### src/rtl/insn_decode_stage.sv
// Registered instruction-decode pipeline stage: decodes opcode/aluop into the control bundle,
// holds it under a valid/ready handshake, and interlocks issue for MD_LATENCY cycles after a mul/div.
module insn_decode_stage #(
    parameter int DATA_W     = 32,
    parameter int MD_LATENCY = 32
) (
    input  logic              clock,
    input  logic              reset,
    input  logic              flush,
    input  logic              in_valid,
    output logic              in_ready,
    input  logic [31:0]       in_insn,
    input  logic [DATA_W-1:0] in_pc,
    output logic              out_valid,
    input  logic              out_ready,
    output logic [DATA_W-1:0] out_pc,
    output logic [DATA_W-1:0] out_imm,
    output logic [DATA_W-1:0] out_target,
    output logic [4:0]        out_rs1,
    output logic [4:0]        out_rs2,
    output logic [4:0]        out_rd,
    output logic [4:0]        out_aluop,
    output logic [4:0]        out_shamt,
    output logic [16:0]       out_ctrl
);

    localparam int               CNT_W   = $clog2(MD_LATENCY + 1);
    localparam logic [CNT_W-1:0] MD_LOAD = CNT_W'(MD_LATENCY);

    localparam logic [4:0] OP_R    = 5'b00000;
    localparam logic [4:0] OP_J    = 5'b00001;
    localparam logic [4:0] OP_BNE  = 5'b00010;
    localparam logic [4:0] OP_JAL  = 5'b00011;
    localparam logic [4:0] OP_JR   = 5'b00100;
    localparam logic [4:0] OP_ADDI = 5'b00101;
    localparam logic [4:0] OP_BLT  = 5'b00110;
    localparam logic [4:0] OP_SW   = 5'b00111;
    localparam logic [4:0] OP_LW   = 5'b01000;
    localparam logic [4:0] OP_SETX = 5'b10101;
    localparam logic [4:0] OP_BEX  = 5'b10110;

    localparam logic [4:0] ALU_ADD = 5'b00000;
    localparam logic [4:0] ALU_SUB = 5'b00001;
    localparam logic [4:0] ALU_MUL = 5'b00110;
    localparam logic [4:0] ALU_DIV = 5'b00111;

    logic [4:0] opcode, f_rd, f_rs, f_rt, f_aluop;
    logic is_r, is_addi, is_lw, is_sw, is_j, is_jal, is_jr, is_bne, is_blt, is_bex, is_setx;
    logic alu_in_b, dm_we, rwe, is_mul, is_div, illegal;

    assign opcode  = in_insn[31:27];
    assign f_rd    = in_insn[26:22];
    assign f_rs    = in_insn[21:17];
    assign f_rt    = in_insn[16:12];
    assign f_aluop = in_insn[6:2];

    assign is_r    = (opcode == OP_R);
    assign is_j    = (opcode == OP_J);
    assign is_bne  = (opcode == OP_BNE);
    assign is_jal  = (opcode == OP_JAL);
    assign is_jr   = (opcode == OP_JR);
    assign is_addi = (opcode == OP_ADDI);
    assign is_blt  = (opcode == OP_BLT);
    assign is_sw   = (opcode == OP_SW);
    assign is_lw   = (opcode == OP_LW);
    assign is_setx = (opcode == OP_SETX);
    assign is_bex  = (opcode == OP_BEX);

    assign illegal  = ~(is_r | is_j | is_bne | is_jal | is_jr | is_addi | is_blt |
                        is_sw | is_lw | is_setx | is_bex);
    assign alu_in_b = is_addi | is_lw | is_sw;
    assign dm_we    = is_sw;
    assign rwe      = is_r | is_addi | is_lw | is_jal | is_setx;
    assign is_mul   = is_r & (f_aluop == ALU_MUL);
    assign is_div   = is_r & (f_aluop == ALU_DIV);

    logic [16:0]       dec_ctrl;
    logic [4:0]        dec_rs1, dec_rs2, dec_rd, dec_aluop;
    logic [DATA_W-1:0] dec_imm, dec_target;

    assign dec_ctrl = {is_r, is_addi, is_lw, is_sw, is_j, is_jal, is_jr, is_bne, is_blt,
                       is_bex, is_setx, alu_in_b, dm_we, rwe, is_mul, is_div, illegal};

    assign dec_imm    = {{(DATA_W-17){in_insn[16]}}, in_insn[16:0]};
    assign dec_target = {{(DATA_W-27){1'b0}}, in_insn[26:0]};

    // bex reads the exception register r30 through the second port, so rs1 is parked at r0
    always_comb begin
        dec_rs1 = f_rs;
        if (is_jr)
            dec_rs1 = f_rd;
        else if (is_bex)
            dec_rs1 = 5'd0;

        dec_rs2 = 5'd0;
        if (is_r)
            dec_rs2 = f_rt;
        else if (is_sw | is_bne | is_blt)
            dec_rs2 = f_rd;
        else if (is_bex)
            dec_rs2 = 5'd30;

        dec_rd = 5'd0;
        if (is_jal)
            dec_rd = 5'd31;
        else if (is_setx)
            dec_rd = 5'd30;
        else if (is_r | is_addi | is_lw)
            dec_rd = f_rd;

        dec_aluop = ALU_ADD;
        if (is_r)
            dec_aluop = f_aluop;
        else if (is_bne | is_blt)
            dec_aluop = ALU_SUB;
    end

    logic             held;
    logic [CNT_W-1:0] md_cnt;
    logic             fire, accept, md_issue;

    assign out_valid = held & (md_cnt == '0);
    assign fire      = out_valid & out_ready;
    assign in_ready  = ~flush & (~held | fire);
    assign accept    = in_valid & in_ready;
    // A bundle offered during flush is discarded, so it must not start the interlock
    assign md_issue  = fire & ~flush & (out_ctrl[2] | out_ctrl[1]);

    always_ff @(posedge clock) begin
        if (reset) begin
            held       <= 1'b0;
            md_cnt     <= '0;
            out_pc     <= '0;
            out_imm    <= '0;
            out_target <= '0;
            out_rs1    <= '0;
            out_rs2    <= '0;
            out_rd     <= '0;
            out_aluop  <= '0;
            out_shamt  <= '0;
            out_ctrl   <= '0;
        end else begin
            if (flush)
                held <= 1'b0;
            else if (accept)
                held <= 1'b1;
            else if (fire)
                held <= 1'b0;

            if (accept) begin
                out_pc     <= in_pc;
                out_imm    <= dec_imm;
                out_target <= dec_target;
                out_rs1    <= dec_rs1;
                out_rs2    <= dec_rs2;
                out_rd     <= dec_rd;
                out_aluop  <= dec_aluop;
                out_shamt  <= in_insn[11:7];
                out_ctrl   <= dec_ctrl;
            end

            // Flush leaves md_cnt alone: the mul/div it guards is already in flight
            if (md_issue)
                md_cnt <= MD_LOAD;
            else if (md_cnt != '0)
                md_cnt <= md_cnt - CNT_W'(1);
        end
    end

endmodule

### config.mk
export PLATFORM = sky130hd
export DESIGN_NAME = insn_decode_stage
export DESIGN_NICKNAME = d
export VERILOG_FILES = /design/src/rtl/insn_decode_stage.sv
export SDC_FILE = /design/constraint.sdc
export NUM_CORES = 1
export LEC_CHECK = 0
export ABC_AREA = 1
export CORE_UTILIZATION = 41
export DETAILED_ROUTE_END_ITERATION = 7
export GPL_ROUTABILITY_DRIVEN = 0
export GPL_TIMING_DRIVEN = 0
export PLACE_DENSITY = 0.8
export SYNTH_ARGS = -nofsm -noshare
export SYNTH_HDL_FRONTEND = slang
export SYNTH_SLANG_ARGS = --single-unit
export TNS_END_PERCENT = 10
### constraint.sdc
create_clock -name clock -period 2.4 [get_ports clock]
set_input_delay 0.36 -clock clock [delete_from_list [all_inputs] [get_ports clock]]
set_output_delay 0.36 -clock clock [all_outputs]
set_load 0.02 [all_outputs]
Word-level counts from Yosys, hierarchy flattened
Index checks and enable logic that the tools add are counted.
Operators by class
  add/sub/neg operators: 1
  multipliers: 0
  divide/modulo/power cells: 0
  $lt $le $gt $ge: 0
  equality and inequality tests: 12
  shift operators: 0
  muxes and demuxes: 14
  bitwise operators: 32
  reductions and logical operators: 7
Operator list (number)
  2-to-1 mux 5 bit: 9
  == test 5 x 3 -> 1 bit (second input constant): 6
  OR 1 bit: 21
  2-to-1 mux 6 bit: 2
  == test 5 x 2 -> 1 bit (second input constant): 2
  == test 5 bit (second input constant): 2
  bitwise AND 1 bit: 8
  logical NOT 6 bit: 1
  nonzero test 6 bit: 1
  subtractor 6 x 1 -> 6 bit (second input constant): 1
  == test 5 x 1 -> 1 bit (second input constant): 1
  == test 5 x 4 -> 1 bit (second input constant): 1
  logical NOT 5 bit: 1
  nonzero test 2 bit: 2
  OR reduction 2 bit: 2
  2-to-1 mux 1 bit: 3
  NOT 1 bit: 3
Storage, ports and cells
  register bits: 125
  bits in latches: 0
  memory bits (writable): 0
  bits in read-only memories: 0
  input port bits: 69
  output and inout bits: 140
  logic and storage cells: 78
  memories kept: 0

Longest topological paths before layout
Gate-level depths: netlist (run 1).
  depth in word-level cells: 12
  mapped depth: 10
  gate-level depth less buffers: 9

Least setup slack after synthesis (run 1)
OpenSTA, ideal clock, no wires.
  path type: register to register
  start: register md_cnt[0]
  end: register out_target[16]
  library setup time: 0.132 ns
  arrival time: 1.614 ns
  required time: 2.268 ns
  slack: 0.654 ns
  cell stages (with the launch flop): 10
  buffers on the path: 2
  clock period less this slack: 1.746 ns
  cells stage by stage: dfxtp_1 -> inv_1 -> ha_1 -> nand3_2 -> o21bai_4 -> nand3_2 -> buf_2 -> buf_2 -> nand2_1 -> a21oi_1
On the way
  word-level cells in the longest chain between the ends: 6
Ends and longest elaborated chain
  from (decl): RTL line 119  | logic [CNT_W-1:0] md_cnt;
  from (signal assigned): RTL line 166  | md_cnt <= md_cnt - CNT_W'(1);
  logical NOT 6 bit: RTL line 122  | assign out_valid = held & (md_cnt == '0);
  bitwise AND 1 bit: RTL line 122
  bitwise AND 1 bit: RTL line 123  | assign fire = out_valid & out_ready;
  OR 1 bit: RTL line 124  | assign in_ready = ~flush & (~held | fire);
  bitwise AND 1 bit: RTL line 124
  bitwise AND 1 bit: RTL line 125  | assign accept = in_valid & in_ready;
  to (signal assigned): RTL line 153  | out_target <= dec_target;
  to (decl): RTL line 18  | output logic [DATA_W-1:0] out_target,
No other way between the ends.
A chain may end at the register's enable or synchronous reset.

Worst setup path after layout (run 1)
  start: register md_cnt[0]
  end: output in_ready
On the way
  word-level cells in the longest chain between the ends: 5
Ends and longest elaborated chain
  logical NOT 6 bit: RTL line 122
  bitwise AND 1 bit: RTL line 122
  bitwise AND 1 bit: RTL line 123
  OR 1 bit: RTL line 124
  bitwise AND 1 bit: RTL line 124
  to (decl): RTL line 11  | output logic in_ready,
No other way between the ends.

==> results.json, run 1 <==
{
  "outcome": "complete, no violations",
  "die-width_um": 106,
  "maxCapViolations": 0,
  "slew_headroom_pct": 56.2,
  "yosysUniqueCellTypes": 29,
  "cp.arrival_ps": 1880,
  "grt_pass1_wl_mm": 21.4,
  "path_max_fanout": 7,
  "place_inst": 950,
  "setup_ws_ps": 158,
  "clkTransAtPathRegs_ps": 90,
  "drive_gt1_share_pct": 9.27,
  "dr.pass1.iters": 5,
  "power_density_nw_per_um2": 587,
  "viasPerCell": 4.92,
  "drc": 0,
  "peakVddDrop_v": 0.000283,
  "synth_compound_area_share_pct": 12.0,
  "overflow": 0,
  "muxShareOfSynthArea_pct": 0.226,
  "core_um2": 10400,
  "grt_use_total_pct": 24.1,
  "synth-adder-area-share_pct": 0.565,
  "synth.cell_area_um2": 4430,
  "worstSetupPathType": "reg -> out",
  "clock_latency_ps": 360,
  "skew_ps": 9.69,
  "grt_max_degree": 19,
  "critical_path_required_ps": 2040,
  "hold_class": "in -> reg",
  "io_buffers": 202,
  "synthCells": 608,
  "die_area_um2": 11200,
  "final_common_cell": "nand2_1",
  "critPathLaunchType": "flip-flop",
  "ios": 209,
  "grt_pass1_vias": 4332,
  "antenna_found_initial": 0,
  "die_h_um": 106,
  "wl_mm": 13.7,
  "min_period_over_period_pct": 93.4,
  "ant_nets": 0,
  "layout_min_cycle_time_ps": 2240,
  "cts_buffers": 9,
  "dp_hpwl_mm": 10.7,
  "clock-sinks": 102,
  "hold_buffers": 0,
  "layout_common_cells": "228 x nand2_1, 200 x clkdlybuf4s50_1, 102 x dfxtp_1",
  "drt_iter0_markers": 257,
  "dp_worst_setup_slack_ps": 27.2,
  "drv_slew": 0,
  "diodes": 0,
  "htreeDepth": 3,
  "fillers": 904,
  "p_leak_nw": 2.73,
  "setup_viol": 0,
  "synth-simple-area-share_pct": 26.6,
  "tightest_slew_ps": 652,
  "finalNonFillerCells": 967,
  "vias": 4756,
  "dpl_cell_area_um2": 6630,
  "clock.fmax_mhz": 446,
  "hold_viol_final": 0,
  "fin_nets": 897,
  "rsz0062_at_grt": "no",
  "ys_seq_area_share_pct": 46.1,
  "fin_area_um2": 6820,
  "synth-xor-area-share_pct": 0.791,
  "wl_per_cell_um": 14.2,
  "endpoint_kind": "output port",
  "synth_top_family_by_area": "simple AND/OR/NAND/NOR gates",
  "start_util_pct": 42.5,
  "cts.path.max_buffers": 2,
  "cts_root_buffer": "clkbuf_8",
  "setup_tns_ps": 0,
  "synth_seq_cells": 102,
  "cts_tree": "built",
  "num_rows": 37,
  "syn_avg_cell_area_um2": 7.28,
  "ys_warn_count": 0,
  "area_growth_syn_to_layout_pct": 54.0
}
-- path summary, 6_finish.rpt --
| kind | startpoint | end | slack, ps | cells after the start |
|---|---|---|---|---|
| worst max-delay path | md_cnt[0]$_SDFFE_PP0P_ | in_ready | 160 | 7 |
| worst min register to register | out_aluop[3]$_SDFFE_PP0P_ | out_aluop[3]$_SDFFE_PP0P_ | 470 | 2 |
| worst max register to register | md_cnt[0]$_SDFFE_PP0P_ | out_target[16]$_SDFFE_PP0P_ | 220 | 10 |
| worst min-delay path | in_valid | out_imm[4]$_SDFFE_PP0P_ | 430 | 3 |
-- synthesized netlist by cell type --
library cell	count	area (um2)
a211oi_1	1	7.51
a21boi_0	1	7.51
a21oi_1	95	475
a31o_2	1	8.76
buf_2	8	40.0
buf_4	43	323
buf_6	5	56.3
clkbuf_1	17	63.8
clkinv_1	1	3.75
conb_1	1	3.75
dfxtp_1	102	2040
ha_1	2	25.0
inv_1	31	116
mux2i_1	1	10.0
nand2_1	228	856
nand2_2	1	6.26
nand3_1	19	95.1
nand3_2	2	20.0
nand4_1	8	50.1
nor2_1	24	90.1
nor2_2	1	6.26
nor2_4	1	11.3
nor3_1	7	35.0
nor4_1	1	6.26
o2111ai_1	1	8.76
o21ai_0	1	5.00
o21bai_4	1	18.8
xnor2_1	2	17.5
xor2_1	2	17.5
-- critical path: stages, from the launching register on --
cell	delay, ps
dfxtp_1	310
inv_1	160
ha_1	240
nand3_4	150
o21bai_4	180
nand2_2	90
inv_1	70
dlygate4sd2_1	320
-- metrics by stage --
step	hold WS, ps	util (%)	power [mW]
after global routing	442	65.4	4.21
final	426	65.4	4.00
after global placement	452	63.7	3.00
after floorplan	438	-	2.58
after detailed placement	455	63.7	3.04
after CTS	408	65.4	4.00
-- power by group --
part	internal, mW	switching (mW)	total, mW
Sequential	1.81	0.0800	1.89
Clock	0.406	0.567	0.973
Combinational	0.536	0.605	1.14
-- repair_timing --
| item | CTS | global route |
|---|---|---|
| endpoints found under the setup margin | 2 | 1 |
| pin swaps | 1 | 0 |
| buffers inserted | 1 | 0 |
| gates resized for setup | 2 | 1 |
-- kinds of logic (layout without fill, tap and decap cells) --
group / Yosys count / after routing
simple gates: 292 / 292
buf+inv: 105 / 324
flops: 102 / 102
compound gates: 101 / 101
xor+xnor: 4 / 4
fa+ha+maj: 2 / 2
other cells: 1 / 5
mux: 1 / 1
-- registers in the layout, indices dropped and copies added, names as in the netlist --
| signal | count |
|---|---|
| held | 1 |
| md_cnt | 6 |
| out_aluop | 5 |
| out_ctrl | 16 |
| out_imm | 16 |
| out_pc | 32 |
| out_rd | 5 |
| out_rs1 | 5 |
| out_rs2 | 5 |
| out_target | 11 |
-- per-layer routing --
layer	up-vias	GRT usage [%]	share of wire (%)
met5	-	0	0
met4	0	7.84	2.3
met3	29	6.44	8.0
met2	214	41.0	48
met1	2188	29.4	42
li1	2325	-	-
-- area by class of cell --
type	count	area (um2)	area share, %
buffer	73	483	7.09
multi-input combinational	405	1800	26.5
clock inverter	3	20.0	0.294
clock buffer	13	149	2.18
sequential	102	2040	30.0
tap	136	170	2.50
timing repair buffer	203	2030	29.7
inverter	32	120	1.76
(Power assumes the default switching activity.)
==> run 2: changes to the inputs <==
Settings changed: HOLD_SLACK_MARGIN set to 0.02.
==> results of run 2 <==
No change in the layout: final DEF, timing and power equal those of run 1.
==> run 3: changes to the inputs <==
Settings changed: CORE_UTILIZATION 41 to 37, PLACE_DENSITY 0.8 to 0.76, SLEW_MARGIN set to 20.
Clock period 2.4 ns to 1.9 ns, I/O delays scaled along.
==> run 3 against run 2 <==
The run now ends with design-rule violations left; via count is 1.0% lower; register-to-register slack lost 110 ps; critical path type unchanged; largest power group unchanged; critical endpoint is now out_imm[30]; clock power grew 86%.
==> results.json, run 3 (synthesis gave the netlist of run 1 again) <==
{
  "wl_mm": 14.3,
  "grt_use_met1_pct": 26.7,
  "fin_nets": 901,
  "start_util_pct": 38.4,
  "holdWs_ps": 411,
  "setup_viol": 0,
  "drive_gt1_share_pct": 11.3,
  "outcome": "complete, but fails checks",
  "dp_hpwl_mm": 11.1,
  "clock_latency_ps": 340,
  "cts.path.max_buffers": 2,
  "die-width_um": 111,
  "ant_nets": 0,
  "slowest_stage": "clkdlybuf4s50_1",
  "drt_iter0_markers": 426,
  "tightest_slew_ps": 580,
  "skew_ps": 7.61,
  "clkTransAtPathRegs_ps": 70,
  "grt_max_degree": 19,
  "ios": 209,
  "seq_area_um2": 2050,
  "dr.pass1.iters": 8,
  "critical_path.cell_chain": "buf_4, clkdlybuf4s50_1",
  "path_max_fanout": 18,
  "grt_use_total_pct": 22.8,
  "layout_min_cycle_time_ps": 1810,
  "layout_common_cells": "228 x nand2_1, 200 x clkdlybuf4s50_1, 101 x dfxtp_1",
  "critPathLaunchType": "flip-flop",
  "clock-sinks": 102,
  "viasPerCell": 4.82,
  "dp_worst_setup_slack_ps": -329,
  "vias": 4708,
  "diodes": 0,
  "power_mw": 5.73,
  "slew_headroom_pct": 61.3,
  "setup_ws_ps": 88.5,
  "critPathMaxStageDelay_ps": 600,
  "power_density_nw_per_um2": 816,
  "worstSetupPathType": "reg -> out",
  "cts_root_buffer": "clkbuf_16",
  "min_period_over_period_pct": 95.3,
  "overflow": 0,
  "multiInputGateArea_um2": 1830,
  "drv_slew": 0,
  "io_buffers": 202,
  "grt_pass1_vias": 4483,
  "grt_pass1_wl_mm": 22.4,
  "clock.fmax_mhz": 552,
  "num_rows": 39,
  "critical_path_required_ps": 1620,
  "fillers": 1020,
  "area_growth_syn_to_layout_pct": 58.7,
  "die_area_um2": 12400,
  "htreeDepth": 3,
  "final_common_cell": "nand2_1",
  "peakVddDrop_v": 0.000402,
  "largest_register": "out_pc",
  "grt.busiest_layer": "met2",
  "p_leak_nw": 2.82,
  "antenna_found_initial": 0,
  "failed_checks": "design-rule violations",
  "cts_buffers": 9,
  "wl_per_cell_um": 14.6,
  "core_um2": 11500,
  "cts_tree": "built",
  "largest_reg_flops": 32,
  "cp.arrival_ps": 1530,
  "top_regs": "out_pc x32, out_ctrl x16, out_imm x16",
  "grt_use_met3_pct": 6.97,
  "drc": 28,
  "hold_viol_final": 0,
  "maxCapViolations": 0,
  "endpoint_kind": "output port",
  "grt.met2_usage_pct": 40.3,
  "hold_class": "in -> reg",
  "die_h_um": 111
}
run 3: cell count changes in the layout (fill, tap and decap cells not counted), moves of 2 or more:
cell	change
clkbuf_8	-10
clkbuf_16	+9
clkbuf_1	-6
buf_4	+4
clkbuf_2	+4
buf_2	-2
buf_6	+2
dlygate4sd2_1	-2
inv_1	-2
inv_2	+2
run 3: per-layer routing:
metal | part of all wire (%) | routed length (um) | up-vias
li1 | - | - | 2330
met1 | 40 | 5760 | 2159
met2 | 49 | 7040 | 202
met3 | 8.9 | 1270 | 17
met4 | 1.5 | 219 | 0
met5 | 0 | 0 | -
run 3: final timing paths:
kind	slack (ps)	endpoint	start	depth (start not counted)
max	90	out_imm[30]	out_target[16]$_SDFFE_PP0P_	2
min	410	out_imm[4]$_SDFFE_PP0P_	in_valid	3
max reg2reg	110	out_imm[0]$_SDFFE_PP0P_	md_cnt[1]$_SDFFE_PP0P_	9
min reg2reg	460	out_rs1[2]$_SDFFE_PP0P_	out_rs1[2]$_SDFFE_PP0P_	2
run 3: area by class of cell:
class                      instances  share of cell area, %
timing repair buffer             207                   29.4
inverter                          32                   1.71
multi-input combinational        405                   26.1
tap                              143                   2.55
clock inverter                     5                  0.855
buffer                            73                   7.07
clock buffer                      10                   3.26
sequential                       102                   29.1
run 3: per-stage QoR:
stage	TNS [ps]	instance area [um2]	utilization [%]	instances
final	0	7020	61.0	977
after global routing	-16.4	7020	61.0	977
after CTS	0	6980	60.6	974
after detailed placement	-18670	6640	57.7	957
after global placement	-15950	6640	57.7	957
after floorplan	0	4440	-	612
run 3: power breakdown:
| group | internal [mW] | switching (mW) |
|---|---|---|
| combinational | 0.723 | 0.800 |
| clock | 1.02 | 0.794 |
| sequential | 2.28 | 0.109 |
run 3: worst max-delay path, delay by kind of cell (launching register included):
| family | cells | cell delay, ps |
|---|---|---|
| buf+inv | 2 | 740 |
| flops | 1 | 450 |
run 3: repair_timing:
item,CTS,global route
setup endpoints to repair,114,97
buffers inserted,2,3
hold endpoints to repair,0,0
hold buffers,0,0
pin swaps,1,1
gates resized for setup,18,11
